`src/rtl/multicycle_control_if.sv`:
```
// multicycle_control_if: memory handshakes, datapath enables and status of the multicycle sequencer
interface multicycle_control_if #(
  parameter int CNT_W = 32
);
  logic             Imem_Ready;
  logic [31:0]      Instruction;
  logic             Dmem_Ready;
  logic             Zero;
  logic             Imem_Req;
  logic             Dmem_Req;
  logic             Mem_Read;
  logic             Mem_Write;
  logic             IR_Write;
  logic             PC_Write;
  logic             PC_Src;
  logic             ALU_SrcB;
  logic [1:0]       Operation;
  logic [3:0]       Funct_Code;
  logic [2:0]       Funct_3;
  logic             Reg_Write;
  logic             Mem_To_Reg;
  logic [1:0]       Fault;
  logic [CNT_W-1:0] Retired;
  modport master (
    input  Imem_Ready, Instruction, Dmem_Ready, Zero,
    output Imem_Req, Dmem_Req, Mem_Read, Mem_Write, IR_Write, PC_Write, PC_Src, ALU_SrcB,
           Operation, Funct_Code, Funct_3, Reg_Write, Mem_To_Reg, Fault, Retired
  );
  modport slave (
    output Imem_Ready, Instruction, Dmem_Ready, Zero,
    input  Imem_Req, Dmem_Req, Mem_Read, Mem_Write, IR_Write, PC_Write, PC_Src, ALU_SrcB,
           Operation, Funct_Code, Funct_3, Reg_Write, Mem_To_Reg, Fault, Retired
  );
endinterface

```
`src/rtl/multicycle_control.sv`:
```
// multicycle_control: fetch/decode/exec/mem/wb sequencer for the RV-subset datapath
module multicycle_control #(
  parameter int WAIT_LIMIT = 255,
  parameter int CNT_W      = 32
) (
  input logic Clock,
  input logic Reset_n,
  multicycle_control_if.master bus
);
  localparam int WW = $clog2(WAIT_LIMIT + 1);
  typedef enum logic [2:0] {FETCH, DECODE, EXEC, MEM, WB, HALT} state_t;
  state_t state, next;
  logic [10:0] ir;
  logic [1:0] fault;
  logic [CNT_W-1:0] retired;
  logic [WW-1:0] wait_cnt;
  logic [6:0] op;
  logic [2:0] f3;
  logic [1:0] op_class;
  logic is_r, is_i, is_ld, is_sd, is_beq, legal, active, req, rdy, waiting, timeout;
  logic ir_write, pc_write, pc_src, reg_write, retire;
  logic instr_unused;
  // only the opcode, funct3 and bit 30 matter to sequencing, so only those are kept
  assign instr_unused = ^{bus.Instruction[31], bus.Instruction[29:15], bus.Instruction[11:7]};
  assign op = ir[6:0];
  assign f3 = ir[9:7];
  assign is_r = op == 7'b0110011;
  assign is_i = op == 7'b0010011 && (f3 == 3'b000 || f3 == 3'b110);
  assign is_ld = op == 7'b0000011 && f3 == 3'b011;
  assign is_sd = op == 7'b0100011 && f3 == 3'b011;
  assign is_beq = op == 7'b1100011 && f3 == 3'b000;
  assign legal = is_r | is_i | is_ld | is_sd | is_beq;
  assign op_class = is_beq ? 2'b01 : is_r ? 2'b10 : is_i ? 2'b11 : 2'b00;
  assign active = state == EXEC || state == MEM || state == WB;
  assign req = state == FETCH || state == MEM;
  assign rdy = state == FETCH ? bus.Imem_Ready : bus.Dmem_Ready;
  assign waiting = req && !rdy;
  // a Ready arriving on the last allowed cycle still completes the access
  assign timeout = waiting && wait_cnt == WW'(WAIT_LIMIT - 1);
  always_comb begin
    next = state;
    ir_write = 1'b0;
    pc_write = 1'b0;
    pc_src = 1'b0;
    reg_write = 1'b0;
    retire = 1'b0;
    case (state)
      FETCH: if (bus.Imem_Ready) begin
        ir_write = 1'b1;
        pc_write = 1'b1;
        next = DECODE;
      end
      DECODE: next = legal ? EXEC : HALT;
      EXEC: begin
        pc_write = is_beq & bus.Zero;
        pc_src = is_beq;
        retire = is_beq;
        next = is_beq ? FETCH : (is_ld | is_sd) ? MEM : WB;
      end
      MEM: if (bus.Dmem_Ready) begin
        retire = is_sd;
        next = is_sd ? FETCH : WB;
      end
      WB: begin
        reg_write = 1'b1;
        retire = 1'b1;
        next = FETCH;
      end
      default: next = HALT;
    endcase
    if (timeout) next = HALT;
  end
  always_ff @(posedge Clock) begin
    if (!Reset_n) begin
      state <= FETCH;
      ir <= '0;
      fault <= 2'b00;
      retired <= '0;
      wait_cnt <= '0;
    end else begin
      state <= next;
      if (ir_write) ir <= {bus.Instruction[30], bus.Instruction[14:12], bus.Instruction[6:0]};
      if (retire) retired <= retired + CNT_W'(1);
      if (state == DECODE && !legal) fault <= 2'b01;
      else if (timeout) fault <= 2'b10;
      wait_cnt <= waiting ? wait_cnt + WW'(1) : '0;
    end
  end
  assign bus.Imem_Req = Reset_n && state == FETCH;
  assign bus.Dmem_Req = Reset_n && state == MEM;
  assign bus.Mem_Read = Reset_n && state == MEM && is_ld;
  assign bus.Mem_Write = Reset_n && state == MEM && is_sd;
  assign bus.IR_Write = Reset_n && ir_write;
  assign bus.PC_Write = Reset_n && pc_write;
  assign bus.PC_Src = Reset_n && pc_src;
  assign bus.ALU_SrcB = Reset_n && active && (is_i | is_ld | is_sd);
  assign bus.Operation = Reset_n && active ? op_class : 2'b00;
  assign bus.Funct_Code = Reset_n && active ? {ir[10], f3} : 4'b0000;
  assign bus.Funct_3 = Reset_n && active ? f3 : 3'b000;
  assign bus.Reg_Write = Reset_n && reg_write;
  assign bus.Mem_To_Reg = Reset_n && state == WB && is_ld;
  assign bus.Fault = Reset_n ? fault : 2'b00;
  assign bus.Retired = Reset_n ? retired : '0;
endmodule

```
`src/flat_wrapper.sv`:
```
// flat-port wrapper written by rule: the top's interface ports become plain ports
module multicycle_control_flat 
#(
  parameter int WAIT_LIMIT = 255,
  parameter int CNT_W      = 32
)
  (Clock, Reset_n, bus_Imem_Ready, bus_Instruction, bus_Dmem_Ready, bus_Zero, bus_Imem_Req, bus_Dmem_Req, bus_Mem_Read, bus_Mem_Write, bus_IR_Write, bus_PC_Write, bus_PC_Src, bus_ALU_SrcB, bus_Operation, bus_Funct_Code, bus_Funct_3, bus_Reg_Write, bus_Mem_To_Reg, bus_Fault, bus_Retired);
  multicycle_control_if #(.CNT_W(CNT_W)) bus_i ();
  input logic Clock;
  input logic Reset_n;
  input wire logic [$bits(bus_i.Imem_Ready)-1:0] bus_Imem_Ready;
  input wire logic [$bits(bus_i.Instruction)-1:0] bus_Instruction;
  input wire logic [$bits(bus_i.Dmem_Ready)-1:0] bus_Dmem_Ready;
  input wire logic [$bits(bus_i.Zero)-1:0] bus_Zero;
  output wire logic [$bits(bus_i.Imem_Req)-1:0] bus_Imem_Req;
  output wire logic [$bits(bus_i.Dmem_Req)-1:0] bus_Dmem_Req;
  output wire logic [$bits(bus_i.Mem_Read)-1:0] bus_Mem_Read;
  output wire logic [$bits(bus_i.Mem_Write)-1:0] bus_Mem_Write;
  output wire logic [$bits(bus_i.IR_Write)-1:0] bus_IR_Write;
  output wire logic [$bits(bus_i.PC_Write)-1:0] bus_PC_Write;
  output wire logic [$bits(bus_i.PC_Src)-1:0] bus_PC_Src;
  output wire logic [$bits(bus_i.ALU_SrcB)-1:0] bus_ALU_SrcB;
  output wire logic [$bits(bus_i.Operation)-1:0] bus_Operation;
  output wire logic [$bits(bus_i.Funct_Code)-1:0] bus_Funct_Code;
  output wire logic [$bits(bus_i.Funct_3)-1:0] bus_Funct_3;
  output wire logic [$bits(bus_i.Reg_Write)-1:0] bus_Reg_Write;
  output wire logic [$bits(bus_i.Mem_To_Reg)-1:0] bus_Mem_To_Reg;
  output wire logic [$bits(bus_i.Fault)-1:0] bus_Fault;
  output wire logic [$bits(bus_i.Retired)-1:0] bus_Retired;
  assign bus_i.Imem_Ready = bus_Imem_Ready;
  assign bus_i.Instruction = bus_Instruction;
  assign bus_i.Dmem_Ready = bus_Dmem_Ready;
  assign bus_i.Zero = bus_Zero;
  assign bus_Imem_Req = bus_i.Imem_Req;
  assign bus_Dmem_Req = bus_i.Dmem_Req;
  assign bus_Mem_Read = bus_i.Mem_Read;
  assign bus_Mem_Write = bus_i.Mem_Write;
  assign bus_IR_Write = bus_i.IR_Write;
  assign bus_PC_Write = bus_i.PC_Write;
  assign bus_PC_Src = bus_i.PC_Src;
  assign bus_ALU_SrcB = bus_i.ALU_SrcB;
  assign bus_Operation = bus_i.Operation;
  assign bus_Funct_Code = bus_i.Funct_Code;
  assign bus_Funct_3 = bus_i.Funct_3;
  assign bus_Reg_Write = bus_i.Reg_Write;
  assign bus_Mem_To_Reg = bus_i.Mem_To_Reg;
  assign bus_Fault = bus_i.Fault;
  assign bus_Retired = bus_i.Retired;
  multicycle_control #(.WAIT_LIMIT(WAIT_LIMIT), .CNT_W(CNT_W)) u_core (.Clock(Clock), .Reset_n(Reset_n), .bus(bus_i));
endmodule
```
`config.mk`:
```
export PLATFORM = sky130hd
export DESIGN_NAME = multicycle_control_flat
export DESIGN_NICKNAME = d
export VERILOG_FILES = /design/src/rtl/multicycle_control_if.sv /design/src/rtl/multicycle_control.sv /design/src/flat_wrapper.sv
export SDC_FILE = /design/constraint.sdc
export NUM_CORES = 1
export LEC_CHECK = 0
export CORE_ASPECT_RATIO = 0.6
export CORE_MARGIN = 4
export CORE_UTILIZATION = 52
export CTS_CLUSTER_DIAMETER = 60
export DETAILED_ROUTE_END_ITERATION = 12
export PLACE_DENSITY = 0.94
export SYNTH_ARGS = -nofsm -noshare
export SYNTH_HDL_FRONTEND = slang
export SYNTH_SLANG_ARGS = --single-unit
```
`constraint.sdc`:
```
create_clock -name Clock -period 3.7 [get_ports Clock]
set_clock_uncertainty 0.2 [all_clocks]
set_input_delay 0.555 -clock Clock [delete_from_list [all_inputs] [get_ports Clock]]
set_output_delay 0.555 -clock Clock [all_outputs]
set_load 0.02 [all_outputs]
```
==> reports/results.tsv <==
metric	value	unit
nFillCells	470	
ys_seq_area_share	35.7	%
clk_pin_slew	0.11	ns
synthArstFlopShare	0	%
startpoint_type	flip-flop	
cts_max_path_buffers	2	
via_per_inst	6.03	
fmax	0.300	GHz
finalHoldViolCount	0	
r2r-start	u_core.ir[3]$_SDFFE_PN0P_	
p_leak	1.34	nW
die_width	108	um
cts_resized	0	
max-slew-margin-rel	19.6	%
setup_tns	0	ns
cp.arrival	2.58	ns
final_area	3970	um^2
synth_edf_count	0	
finalMaxSlewViolations	0	
place_area	3860	um^2
cts_tree	yes	
antenna_found_initial	0	
start_util	55.1	%
powerDensity	330	nW/um^2
synth_area_leaders	dfxtp_1 (36%), and2_1 (8.2%), a21oi_1 (6.5%)	
drt_pass1_iterations	5	
ir_drop	0.000179	V
root_buffer	clkbuf_8	
r2r_setup_slack	0.85	ns
crit_type	reg -> out	
netlist_top_cells_count	dfxtp_1 (56), nand2_1 (44), a21oi_1 (41), and2_1 (41), nor2_1 (31)	
synth_cell_types	45	
status	completed	
drive_above_1_share	6.10	%
cts.sinks	56	
syn2layout_area_growth	26.5	%
synth.most_common_cell	dfxtp_1	
die-area	7390	um^2
io_buffers	68	
grt_pass1_wl	14100	um
grt_pass1_vias	2972	
power.total	0.00131	W
ff2ff_path_depth	6	
fin_cells	539	
min_to	u_core.fault[0]$_SDFFE_PN0P_	
hp-class	reg -> reg	
r2r_end	u_core.retired[24]$_SDFFE_PN0P_	
num_io_pins	90	
setup_viol	0	
min_from	u_core.fault[0]$_SDFFE_PN0P_	
grt_max_degree	36	
fin_crit_sh	90.2	%
yosysTopAreaCellShare	35.7	%
n_antenna_cell	0	
num-nets-final	498	
antenna_left	0	
yosys.area.top_type	dfxtp_1	
placed_cells_incl_taps	531	
detailroute.via_count	3250	
clkLatencyLatePin	0.31	ns
die_h	68.2	um
syn-num-nets	443	
crit_path_end_kind	primary output	
max_cap_viol_count	0	
numCtsBuffers	5	
drt_iter0_drc	293	
drc	0	
htree_levels	2	
synth_area	3140	um^2
worst_ep_required_time	2.94	ns
core	5700	um^2
crit_fanout	7	
synthFlopType	dfxtp_1	
grtUsageTotal	23.9	%
routed_wl	8560	um
rsz0062_at_grt	no	
synth.avg_cell_area	7.79	um^2
post_cts_buffers	0	
gp_congestion	0.937	
hpwl	6370	um
period_minus_slack	3.34	ns
hold_depth	2	
ys_ff_latch	56	
netlist_instances	403	
rows	21	
worstMarginPinSlew	1.20	ns
wl_per_cell	15.9	um
holdBufCountCts	0	
overflow	0	
ys_warn_count	0	
logic make-up after synthesis:
family          after synthesis  share of synthesized area [%]
flops                        56                           35.7
mux                          10                           3.59
xor+xnor                      8                           2.23
fa+ha+maj                     3                           1.20
buf+inv                      35                           4.94
compound gates               74                           13.8
simple gates                217                           38.6
where the power goes:
part | leakage [nW] | internal (W) | switching, W
clock | 0.0548 | 0.000204 | 0.000210
combinational | 0.835 | 0.0000896 | 0.000140
sequential | 0.453 | 0.000627 | 0.0000385
total | 1.34 | 0.000921 | 0.000389
stage by stage:
step | hold WS, ns | worst slack [ns] | utilization, %
after floorplan | 0.232 | 1.34 | -
after global routing | 0.293 | 0.247 | 69.7
after CTS | 0.263 | 0.435 | 69.7
after detailed placement | 0.248 | 0.513 | 67.6
final | 0.260 | 0.364 | 69.7
after global placement | 0.242 | 0.568 | 67.6
worst max-delay path, cell delays in order, from the launching register on:
cell	delay (ns)
dfxtp_1	0.34
nand4bb_1	0.42
nor3b_1	0.60
nand2_1	0.14
a21oi_1	0.15
clkdlybuf4s50_1	0.62
how the worst max path moves through the flow:
| stage | startpoint | to | cells past startpoint |
|---|---|---|---|
| global route | u_core.state[2]$_SDFFE_PN0P_ | bus_Funct_Code[1] | 6 |
| detailed placement | bus_Dmem_Ready | u_core.retired[28]$_SDFFE_PN0P_ | 7 |
| finish | u_core.ir[3]$_SDFFE_PN0P_ | bus_ALU_SrcB | 5 |
| CTS | u_core.ir[3]$_SDFFE_PN0P_ | bus_Operation[0] | 5 |
| floorplan | u_core.ir[7]$_SDFFE_PN0P_ | bus_Operation[0] | 4 |
| global placement | Reset_n | bus_Mem_Write | 5 |
cell type report:
cell class                 instances  area, um^2  area share (%)
inverter                           8        30.0           0.756
sequential                        56        1120            28.2
timing repair buffer              75         733            18.5
tap                               80         100            2.52
clock inverter                     3        46.3            1.17
multi-input combinational        312        1870            47.1
clock buffer                       5        68.8            1.73
layer usage:
layer  wire length (um)  GRT usage, %
met1               3930          32.0
met2               3850          40.9
met4                 59          4.41
met5                  0             0
met3                723          4.52
registers in the layout, indices dropped and copies added, names as in the netlist:
| signal | cells |
|---|---|
| u_core.retired | 32 |
| u_core.ir | 11 |
| u_core.wait_cnt | 8 |
| u_core.state | 3 |
| u_core.fault | 2 |
cells in the final DEF, fill, tap and decap left out, types with 3 or more instances in the layout:
master and instances:
nand4_1 9, o21ai_0 12, inv_1 7, nor3_1 12, ha_1 3, nand2_1 44
clkbuf_8 5, nand2b_1 5, or4_1 12, nand3_1 15, buf_4 7, mux2_2 10
o31ai_1 12, a21oi_1 41, dfxtp_1 56, and3_1 11, nor2_1 31, xor2_1 7
nor3b_1 3, nor4_1 9, or3_1 10, nand4bb_1 3, and2_1 41, clkdlybuf4s50_1 68
No activity file was read; power rests on OpenSTA's default activity.
==> RTL change 1 (same flow settings) <==
Encoding of `state_t`: now one-hot (6 bits for 6 states).
--- a/src/rtl/multicycle_control.sv
+++ b/src/rtl/multicycle_control.sv
@@ -9,5 +9,5 @@
 );
   localparam int WW = $clog2(WAIT_LIMIT + 1);
-  typedef enum logic [2:0] {FETCH, DECODE, EXEC, MEM, WB, HALT} state_t;
+  typedef enum logic [5:0] {FETCH = 6'b000001, DECODE = 6'b000010, EXEC = 6'b000100, MEM = 6'b001000, WB = 6'b010000, HALT = 6'b100000} state_t;
   state_t state, next;
   logic [10:0] ir;
Behaviour: same outputs for any inputs over 10 cycles, from zero or initial values and one cycle with Reset_n low; not proved beyond that.
==> RTL change 1 against the original RTL <==
Worst setup slack worse by 0.21 ns; routed wire length grew 14%; highest routed layer unchanged; final cell count is 3.5% higher; register-to-register slack got worse by 0.50 ns; area after synthesis rose by 3.5%; final area is 5.7% higher; sequential cell count grew 3.
Power is not compared: it rests on default switching activity, and its combinational part moved more than twofold at a synthesized area within 25%.
==> RTL change 1: results <==
INSERT INTO impl_metrics (metric_group, metric, value, unit) VALUES
('outcome', 'outcome', 'finished, final reports clean', ''),
('logic_synthesis', 'synth.lib_cells_used.distinct', '44', ''),
('global_route', 'via_count_of_the_first_global_routing_pass', '3284', ''),
('cells_and_area', 'filler_cell_count_in_the_final_layout', '435', ''),
('worst_hold_path', 'min_from', 'u_core.ir[3]', ''),
('route', 'routed_via_density', '6.21', ''),
('timing', 'final.hold.worst_slack', '0.258', 'ns'),
('cells_and_area', 'num-nets-final', '513', ''),
('cells_and_area', 'fin_cells', '558', ''),
('placed_design', 'hpwlAfterDp', '6.45', 'mm'),
('global_route', 'grt_first_pass_wirelength', '15.8', 'mm'),
('clock_tree', 'cts_buffers', '9', ''),
('cells_and_area', 'finalCoreUtilization', '72.3', '%'),
('logic_synthesis', 'synthTopCellsByCount', 'sky130_fd_sc_hd__dfxtp_1, sky130_fd_sc_hd__a21oi_1, sky130_fd_sc_hd__and2_1, sky130_fd_sc_hd__nand2_1, sky130_fd_sc_hd__nor2_1', ''),
('critical_path', 'worst-path-max-fanout', '10', ''),
('worst_hold_path', 'hold_path_end', 'u_core.ir[3]', ''),
('cells_and_area', 'layout-drive-gt1-share', '6.90', '%'),
('global_route', 'grt_start_max_net_pins', '52', ''),
('clock_tree', 'clock_latency_on_the_worst_skew_pair', '0.35', 'ns'),
('global_route', 'grtUsageTotal', '26.0', '%');
-- RTL change 1: layer usage --
metal	part of all wire [%]	wire length [microns]	up-vias	track usage, %
li1	-	-	1607	-
met5	0	0	-	0
met1	41	4030	1628	34.8
met4	2.2	210	0	8.58
met3	10	984	27	8.09
met2	46	4510	201	39.5
-- RTL change 1: power groups by stage --
stage	Sequential [uW]	Combinational, uW	Clock, uW
floorplan	667	61.6	0
global placement	675	89.7	0
detailed placement	677	93.0	0
CTS	663	96.9	717
global route	665	107	749
finish	665	98.8	717
-- RTL change 1: critical path: stages (launching register included) --
cell	delay, ns
sky130_fd_sc_hd__dfxtp_1	0.55
sky130_fd_sc_hd__or4b_2	0.66
sky130_fd_sc_hd__nor3_2	0.20
sky130_fd_sc_hd__o21a_1	0.23
sky130_fd_sc_hd__and2_1	0.19
sky130_fd_sc_hd__clkdlybuf4s50_1	0.62
-- RTL change 1: area by class of cell --
| class | instances | area share [%] |
|---|---|---|
| clock inverter | 5 | 2.39 |
| clock buffer | 11 | 3.37 |
| timing repair buffer | 76 | 17.7 |
| sequential | 59 | 28.1 |
| multi-input combinational | 317 | 45.2 |
| tap | 80 | 2.39 |
| inverter | 10 | 0.894 |
-- RTL change 1: cells by family (layout without fill, tap and decap cells) --
kind of cell             Yosys count  in the layout  share of synthesized area, %
buffers and inverters             38            102                          5.51
AND/OR/NAND/NOR                  220            220                          39.5
flip-flops                        59             59                          36.3
XOR/XNOR                           8              8                          2.16
AO/OA/AOI/OAI                     84             84                          14.7
adder cells (fa/ha/maj)            3              3                          1.16
multiplexers                       2              2                         0.693
==> RTL change 2 (config.mk and constraints unchanged) <==
Without the edit above. `CNT_W` is set to 32 in 3 places; all go to 28.
--- a/src/rtl/multicycle_control_if.sv
+++ b/src/rtl/multicycle_control_if.sv
@@ -1,5 +1,5 @@
 // multicycle_control_if: memory handshakes, datapath enables and status of the multicycle sequencer
 interface multicycle_control_if #(
-  parameter int CNT_W = 32
+  parameter int CNT_W = 28
 );
   logic             Imem_Ready;
--- a/src/rtl/multicycle_control.sv
+++ b/src/rtl/multicycle_control.sv
@@ -2,5 +2,5 @@
 module multicycle_control #(
   parameter int WAIT_LIMIT = 255,
-  parameter int CNT_W      = 32
+  parameter int CNT_W      = 28
 ) (
   input logic Clock,
--- a/src/flat_wrapper.sv
+++ b/src/flat_wrapper.sv
@@ -3,5 +3,5 @@
 #(
   parameter int WAIT_LIMIT = 255,
-  parameter int CNT_W      = 32
+  parameter int CNT_W      = 28
 )
   (Clock, Reset_n, bus_Imem_Ready, bus_Instruction, bus_Dmem_Ready, bus_Zero, bus_Imem_Req, bus_Dmem_Req, bus_Mem_Read, bus_Mem_Write, bus_IR_Write, bus_PC_Write, bus_PC_Src, bus_ALU_SrcB, bus_Operation, bus_Funct_Code, bus_Funct_3, bus_Reg_Write, bus_Mem_To_Reg, bus_Fault, bus_Retired);
Ports: changed (resized bus_Retired); port bits go from 90 to 86. The function was not compared with the original's and may differ.
==> RTL change 2 against the original RTL <==
Total power grew 19%; worst setup slack gained 0.053 ns; utilization grew 0.87 points; final area shrank 6.7%; count of clock-buffer cells in the layout grew 1; non-clock buffer count shrank 5; routed wire length shrank 5.2%; via count shrank 7.0%; sequential cell count shrank 4; area after synthesis shrank 6.5%; maximum frequency grew 1.6%; synthesized cell count shrank 7.4%; clock power grew 1%; largest cell class unchanged; largest power group unchanged.
==> RTL change 2: results <==
INSERT INTO impl_metrics (metric_group, metric, value, unit) VALUES
('global_route', 'via_count_of_the_first_global_routing_pass', '2835', ''),
('route', 'detailroute.wirelength.met3', '668', 'microns'),
('placed_design', 'place_congestion', '0.858', ''),
('power_and_ir_drop', 'power.switching', '543', 'uW'),
('critical_path', 'worst-path-max-fanout', '33', ''),
('cells_and_area', 'layout-drive-gt1-share', '5.84', '%'),
('logic_synthesis', 'synth_sequential_area_ratio', '35.4', '%'),
('placed_design', 'io_buffers', '64', ''),
('route', 'vias', '3021', ''),
('critical_path', 'rr_worst_depth', '5', ''),
('cells_and_area', 'biggestRegsByFlops', 'u_core.retired: 28 flops, u_core.ir: 11 flops, u_core.wait_cnt: 8 flops', ''),
('critical_path', 'crit_path_end', 'bus_Operation[1]', ''),
('route', 'route.layer.met1.wl', '3.67', 'mm'),
('route', 'wl_per_cell', '16.4', 'microns'),
('clock_tree', 'clk_pin_slew', '0.09', 'ns'),
('logic_synthesis', 'synth.top_cells.by_area', 'sky130_fd_sc_hd__dfxtp_1, sky130_fd_sc_hd__and2_1, sky130_fd_sc_hd__a21oi_1', ''),
('critical_path', 'timing.critical_path.from', 'Reset_n', ''),
('timing', 'tightestPinTransition', '0.966', 'ns'),
('outcome', 'outcome', 'finished, final reports clean', ''),
('logic_synthesis', 'synth_nets', '413', '');
[RTL change 2: power by group through the flow]
stage / clock network (uW) / registers [uW] / logic [uW]
5_1_grt: 440 / 715 / 476
3_3_place_gp: 0 / 706 / 407
3_5_place_dp: 0 / 712 / 421
6_report: 420 / 704 / 432
2_1_floorplan: 0 / 654 / 357
4_1_cts: 421 / 699 / 428
[RTL change 2: cells by family (layout without fill, tap and decap cells)]
| logic type | after synthesis | in the layout | share of synthesized area, % |
|---|---|---|---|
| xor gates and xnor gates | 9 | 9 | 2.68 |
| AOI/OAI and AO/OA | 74 | 74 | 16.4 |
| buffers and inverters | 31 | 86 | 5.11 |
| and+or+nand+nor | 198 | 198 | 36.8 |
| DFF | 52 | 52 | 35.4 |
| adders and majority gates | 3 | 3 | 1.28 |
| muxes | 6 | 6 | 2.30 |
[RTL change 2: critical path, delay by kind of cell]
family                 cells  cell delay, ns
AO/OA/AOI/OAI              1            0.28
buffers and inverters      3            1.42
AND/OR/NAND/NOR            1            0.27
[RTL change 2: through the flow]
stage                     total power [uW]  worst slack, ns  utilization (%)  std cells  hold slack, ns
after floorplan                       1010             1.30                -        373           0.232
final                                 1560            0.416             70.5        494           0.256
after detailed placement              1130            0.425             68.2        486           0.244
after global placement                1110            0.470             68.2        486           0.236
after CTS                             1550            0.423             70.5        494           0.257
after global routing                  1630            0.246             70.5        494           0.287
[RTL change 2: worst min-delay path by stage]
stage	from	endpoint	cells after the start
after floorplan	u_core.ir[10]	u_core.ir[10]	2
after global routing	u_core.ir[1]	u_core.ir[1]	2
final	u_core.ir[10]	u_core.ir[10]	2
after global placement	u_core.ir[10]	u_core.ir[10]	2
after CTS	u_core.ir[10]	u_core.ir[10]	2
after detailed placement	u_core.ir[10]	u_core.ir[10]	2
[RTL change 2: layer usage]
layer	up-vias	GRT usage, %
met4	0	10.5
met1	1412	30.2
met5	-	0
met3	19	5.07
met2	148	39.3
li1	1442	-
[RTL change 2: layout make-up]
type	count	share of cell area, %
clock buffers	6	2.23
inverters	8	0.810
clock inverters	2	1.05
multi-input cells	290	47.1
well taps	66	2.23
repair buffers	70	18.5
flip-flops and latches	52	28.1
